[src/rtl/div_pkg.sv]
// Shared types and constants for the sequential restoring divider.
package div_pkg;

  typedef enum logic [1:0] {
    S_IDLE  = 2'd0,
    S_RUN   = 2'd1,
    S_FIXUP = 2'd2,
    S_DONE  = 2'd3
  } div_state_e;

  // Every quotient bit is set when the divisor is zero.
  localparam logic DBZ_QUOTIENT_BIT = 1'b1;

endpackage

[src/rtl/div_step.sv]
// One combinational restoring-division iteration on magnitudes.
module div_step
  import div_pkg::*;
#(
  parameter int WIDTH = 32
) (
  input  logic [WIDTH-1:0] a,
  input  logic [WIDTH-1:0] q,
  input  logic [WIDTH-1:0] d,
  output logic [WIDTH-1:0] a_next,
  output logic [WIDTH-1:0] q_next
);

  logic [WIDTH:0] a_shift_s;
  logic [WIDTH:0] trial_s;

  // The partial remainder stays below d, so the shifted value and the
  // trial difference both fit in WIDTH+1 bits with a meaningful sign bit.
  assign a_shift_s = {a, q[WIDTH-1]};
  assign trial_s   = a_shift_s - {1'b0, d};
  assign a_next    = trial_s[WIDTH] ? a_shift_s[WIDTH-1:0] : trial_s[WIDTH-1:0];
  assign q_next    = {q[WIDTH-2:0], ~trial_s[WIDTH]};

endmodule

[src/rtl/div_seq_param.sv]
// Sequential restoring divider, one quotient bit per cycle, z = {rem, quo}.
// Signed operation is only built when DIV_SIGNED_EN is defined.
module div_seq_param
  import div_pkg::*;
#(
  parameter int WIDTH = 32
) (
  input  logic               clock,
  input  logic               reset,
  input  logic               start,
  input  logic               is_signed,
  input  logic [WIDTH-1:0]   dividend,
  input  logic [WIDTH-1:0]   divisor,
  output logic               busy,
  output logic               done,
  output logic               div_by_zero,
  output logic [2*WIDTH-1:0] z
);

  localparam int CW = $clog2(WIDTH + 1);
  localparam logic [CW-1:0] COUNT_LOAD = CW'(WIDTH);
  localparam logic [CW-1:0] COUNT_ONE  = CW'(1'b1);

  div_state_e       state_r;
  div_state_e       state_next_s;
  logic [WIDTH-1:0] a_r;
  logic [WIDTH-1:0] q_r;
  logic [WIDTH-1:0] d_r;
  logic [CW-1:0]    count_r;
  logic             dvd_neg_r;
  logic             dvs_neg_r;
  logic             dbz_pend_r;
  logic             busy_r;
  logic             done_r;
  logic             dbz_r;
  logic [2*WIDTH-1:0] z_r;

  logic             signed_mode_s;
  logic             dvs_zero_s;
  logic [WIDTH-1:0] dvd_abs_s;
  logic [WIDTH-1:0] dvs_abs_s;
  logic [WIDTH-1:0] a_next_s;
  logic [WIDTH-1:0] q_next_s;

`ifdef DIV_SIGNED_EN
  assign signed_mode_s = is_signed;
`else
  logic unused_is_signed_s;
  assign unused_is_signed_s = is_signed;
  assign signed_mode_s      = 1'b0;
`endif

  assign dvs_zero_s = (divisor == '0);
  assign dvd_abs_s  = (signed_mode_s && dividend[WIDTH-1]) ? -dividend : dividend;
  assign dvs_abs_s  = (signed_mode_s && divisor[WIDTH-1])  ? -divisor  : divisor;

  div_step #(.WIDTH(WIDTH)) u_step (
    .a      (a_r),
    .q      (q_r),
    .d      (d_r),
    .a_next (a_next_s),
    .q_next (q_next_s)
  );

  // State register.
  always_ff @(posedge clock) begin
    if (reset) begin
      state_r <= S_IDLE;
    end else begin
      state_r <= state_next_s;
    end
  end

  // Next-state decode.
  always_comb begin
    state_next_s = state_r;
    case (state_r)
      S_IDLE: begin
        if (start) begin
          if (dvs_zero_s) begin
            state_next_s = S_DONE;
          end else begin
            state_next_s = S_RUN;
          end
        end else begin
          state_next_s = S_IDLE;
        end
      end
      S_RUN: begin
        if (count_r <= COUNT_ONE) begin
          state_next_s = S_FIXUP;
        end else begin
          state_next_s = S_RUN;
        end
      end
      S_FIXUP: state_next_s = S_DONE;
      S_DONE:  state_next_s = S_IDLE;
      default: state_next_s = S_IDLE;
    endcase
  end

  // Datapath and registered outputs; results publish on leaving DONE.
  always_ff @(posedge clock) begin
    if (reset) begin
      a_r        <= '0;
      q_r        <= '0;
      d_r        <= '0;
      count_r    <= '0;
      dvd_neg_r  <= 1'b0;
      dvs_neg_r  <= 1'b0;
      dbz_pend_r <= 1'b0;
      busy_r     <= 1'b0;
      done_r     <= 1'b0;
      dbz_r      <= 1'b0;
      z_r        <= '0;
    end else begin
      busy_r <= (state_next_s != S_IDLE);
      done_r <= 1'b0;
      case (state_r)
        S_IDLE: begin
          if (start) begin
            dvd_neg_r  <= signed_mode_s & dividend[WIDTH-1];
            dvs_neg_r  <= signed_mode_s & divisor[WIDTH-1];
            d_r        <= dvs_abs_s;
            count_r    <= COUNT_LOAD;
            dbz_pend_r <= dvs_zero_s;
            if (dvs_zero_s) begin
              a_r <= dividend;
              q_r <= {WIDTH{DBZ_QUOTIENT_BIT}};
            end else begin
              a_r <= '0;
              q_r <= dvd_abs_s;
            end
          end
        end
        S_RUN: begin
          a_r     <= a_next_s;
          q_r     <= q_next_s;
          count_r <= count_r - COUNT_ONE;
        end
        S_FIXUP: begin
          // Truncating division: quotient sign from both operands,
          // remainder sign follows the dividend.
          q_r <= (dvd_neg_r ^ dvs_neg_r) ? -q_r : q_r;
          a_r <= dvd_neg_r ? -a_r : a_r;
        end
        S_DONE: begin
          done_r <= 1'b1;
          dbz_r  <= dbz_pend_r;
          z_r    <= {a_r, q_r};
        end
        default: begin
          done_r <= 1'b0;
        end
      endcase
    end
  end

  assign busy        = busy_r;
  assign done        = done_r;
  assign div_by_zero = dbz_r;
  assign z           = z_r;

endmodule
[config.mk]
export PLATFORM = sky130hd
export DESIGN_NAME = div_seq_param
export DESIGN_NICKNAME = d
export VERILOG_FILES = /design/src/rtl/div_pkg.sv /design/src/rtl/div_step.sv /design/src/rtl/div_seq_param.sv
export SDC_FILE = /design/constraint.sdc
export NUM_CORES = 1
export LEC_CHECK = 0
export CORE_MARGIN = 1.5
export CORE_UTILIZATION = 50
export DETAILED_ROUTE_END_ITERATION = 12
export HOLD_SLACK_MARGIN = 0.15
export PLACE_DENSITY = 0.82
export SETUP_SLACK_MARGIN = 0.5
export SLEW_MARGIN = 20
export SYNTH_ARGS = -nofsm -noshare
export SYNTH_HDL_FRONTEND = slang
export SYNTH_SLANG_ARGS = --single-unit
[constraint.sdc]
create_clock -name clock -period 3.6 [get_ports clock]
set_input_delay 0.72 -clock clock [delete_from_list [all_inputs] [get_ports clock]]
set_output_delay 0.72 -clock clock [all_outputs]
set_load 0.01 [all_outputs]
==> qor.csv <==
metric,value,unit
outcome,"finished, final reports clean",
Die Y,135.3,um
startpoint types,flip-flop,
RSZ-0062 raised after global routing,true,
Clk pwr share,21.7,%
total wire length,26330,um
Detailed Place HPWL,17540,um
Setup Skew,6.019,ps
IO buf count,133,
max incr delay on CP,340,ps
row count,48,
syn_nets,1248,
final slew viol count,0,
H-tree depth,4,
Fillers,1453,
setup ws final,450.7,ps
Yosys top cell by area,dfxtp_1,
fin util,66.89,%
worst hold slack,452.9,ps
min cycle time layout,3149,ps
Ant. Diodes,0,
clk sinks,172,
Ys Warns,0,
Post-synth EDFFs,0,
hold buffers post-CTS,0,
cell family with most CP delay,compound AO/OA/AOI/OAI gates,
first-pass GRT wire length,39960,um
share of cells above drive strength 1,13.13,%
"Async S/R FF share, synth",0,%
Post-Synth XOR/XNOR Area,2.902,%
syn avg cell area,7.644,um2
combinational family with the most area after synthesis,simple AND/OR/NAND/NOR gates,
Comb pwr share,51.6,%
setup violators final,0,
Netlist cell types,59,
RePlAce Congestion,0.9035,
Overall Global Routing Usage,27.66,%
top-count cell post-synth,nand2_1,
simple-gate share of the synthesized area,22.36,%
Antenna Nets Post-Route,0,
DR iter-0 viols,841,
GRT Residual Overflow,0,
Synth top area share,39.34,%
fin cells,1497,
Finished Cell Area,11490,um2
Post-Syn Area,8752,um2
VDD IR max,0.0005699,V
sw frac,39.12,%
Worst EP arrival,3440,ps
Setup TNS,0,ps
Clock Tree Root,clkbuf_16,
crit path cell chain,inv_2 > ha_4 > fa_2 > nand2b_4 > a21oi_4 > o211ai_4 > nand2_2 > a311o_1 > a221oi_4 > buf_6 > clkbuf_16 > mux2_1 > a221oi_1 > nor3_1,
Synth top cells by count,"nand2_1, a21oi_1, dfxtp_1",
Die W,135.3,um
WP data required,3890,ps
WL/cell,17.59,um
Max Clock Freq,317.5,MHz
io pins,135,
Final Cycle Share,87.48,%
DR DRC count,0,
Synth Area in Compound Gates,21.80,%
Setup crit end kind,flip-flop,
pre-CTS WS,308.7,ps
Final Hold Fails,0,
Adder-Cell Fraction of Synth Area,5.089,%
placed cell area,10270,um2
Max-slew headroom,47.09,%
Crit path buffers/inverters,3,
Power Density,776.8,nW/um2
vias in the first global route,7929,
critical-path maximum fanout,6,
CTS tree,yes,
DRT Pass-1 Iters,6,
HP Class,flip-flop to flip-flop,
Synth Instances,1145,
post-DR vias/cell,5.907,
initial core utilization,50.95,%
Clock Path Buffers,2,
Crit Path Category,flip-flop to flip-flop,
"Seq/Total Area, Yosys",39.34,%
NetSw,3.492,mW
multiplexer share of the synthesized area,2.888,%
layout net count,1362,
initial antenna violation count,0,
core area,17180,um2
die area,18310,um2
pin count of the biggest net entering global routing,66,
number of CTS-inserted buffers,17,
clock latency at the later pin of the worst-skew pair,440,ps
Sequential Power Share,26.7,%
Worst-Margin Slew,793.7,ps
Via Count,8843,
Pleak,4.254,nW
placed cells,1453,
synthesis-to-layout area growth,31.28,%
Clock transition at path regs,70,ps
total power,8.926,mW
internal power,5.434,mW
Synth Flop Type,dfxtp_1,
synthesis-stage register bit count,172,
Synth area leaders,"dfxtp_1, nand2_1, a21oi_1, ha_1, nor2_1",
Max-Cap Viols,0,
slowest CP cell,dfxtp_2,
layout make-up:
type / instances / area (um2) / area share [%]
Clock buffer: 18 / 429.2 / 3.735
Clock inverter: 14 / 187.7 / 1.633
Inverter: 46 / 172.7 / 1.503
Multi-Input combinational cell: 851 / 5253 / 45.71
Sequential cell: 172 / 3462 / 30.13
Tap cell: 225 / 281.5 / 2.450
Timing Repair Buffer: 171 / 1704 / 14.83
state kept, by name, summed over array words and instances, names as in the netlist:
register     cells
z               64
a_r             32
d_r             32
q_r             32
count_r          6
state_r          2
busy             1
dbz_pend_r       1
div_by_zero      1
done             1
repair_timing:
item / CTS / global route
endpoints found under the setup margin: 22 / 23
buffers inserted: 3 / 6
pin swaps: 8 / 25
cloned: 1 / 2
resized for setup: 39 / 60
worst register-to-register path: stages, from the launching register on:
cell and delay (ps):
dfxtp_2 340, inv_2 70, ha_4 140, fa_2 230, nand2b_4 150, a21oi_4 70
o211ai_4 250, nand2_2 90, a311o_1 330, a221oi_4 290, buf_6 180, clkbuf_16 160
mux2_1 310, a221oi_1 310, nor3_1 100
cell usage in the layout, fill, tap and decap left out, drive strengths merged, types with 6 or more instances in the layout:
cell type        n
clkinv           6
a211oi          12
o211ai           8
clkdlybuf4s50  132
nor3            22
or3              6
a2111oi          6
o21ai           19
xnor2           19
dfxtp          172
a221oi          18
a21o            14
o221ai          18
nand2b           6
inv             49
ha              34
clkbuf          20
nor2           112
nand3           10
xor2            10
a21oi          181
nand2          246
mux2            18
nor4            29
buf             37
a31oi           11
power by group through the flow:
stage	Sequential, mW	Combinational, mW	Clock [mW]
floorplan	2.32	2.74	0
global placement	2.38	3.43	0
detailed placement	2.39	3.49	0
CTS	2.36	3.86	1.94
global route	2.41	4.95	2.03
finish	2.38	4.60	1.94
routing by layer:
layer	track usage, %	routed length, um
met5	0	0
met4	10.10	742
met3	4.676	1917
met2	44.36	12110
met1	37.48	11570
worst paths after layout:
kind,from,endpoint,slack [ps],cells past startpoint
max,q_r[31],a_r[6],450,14
max reg2reg,q_r[31],a_r[6],450,14
min reg2reg,z[2],z[2],450,2
min,z[2],z[2],450,2
cell families after synthesis:
logic type,after synthesis
adders and majority gates,35
AOI/OAI and AO/OA,306
and+or+nand+nor,458
xor gates and xnor gates,29
DFF,172
muxes,23
buffers and inverters,122
Power figures use the tool's default switching activity.
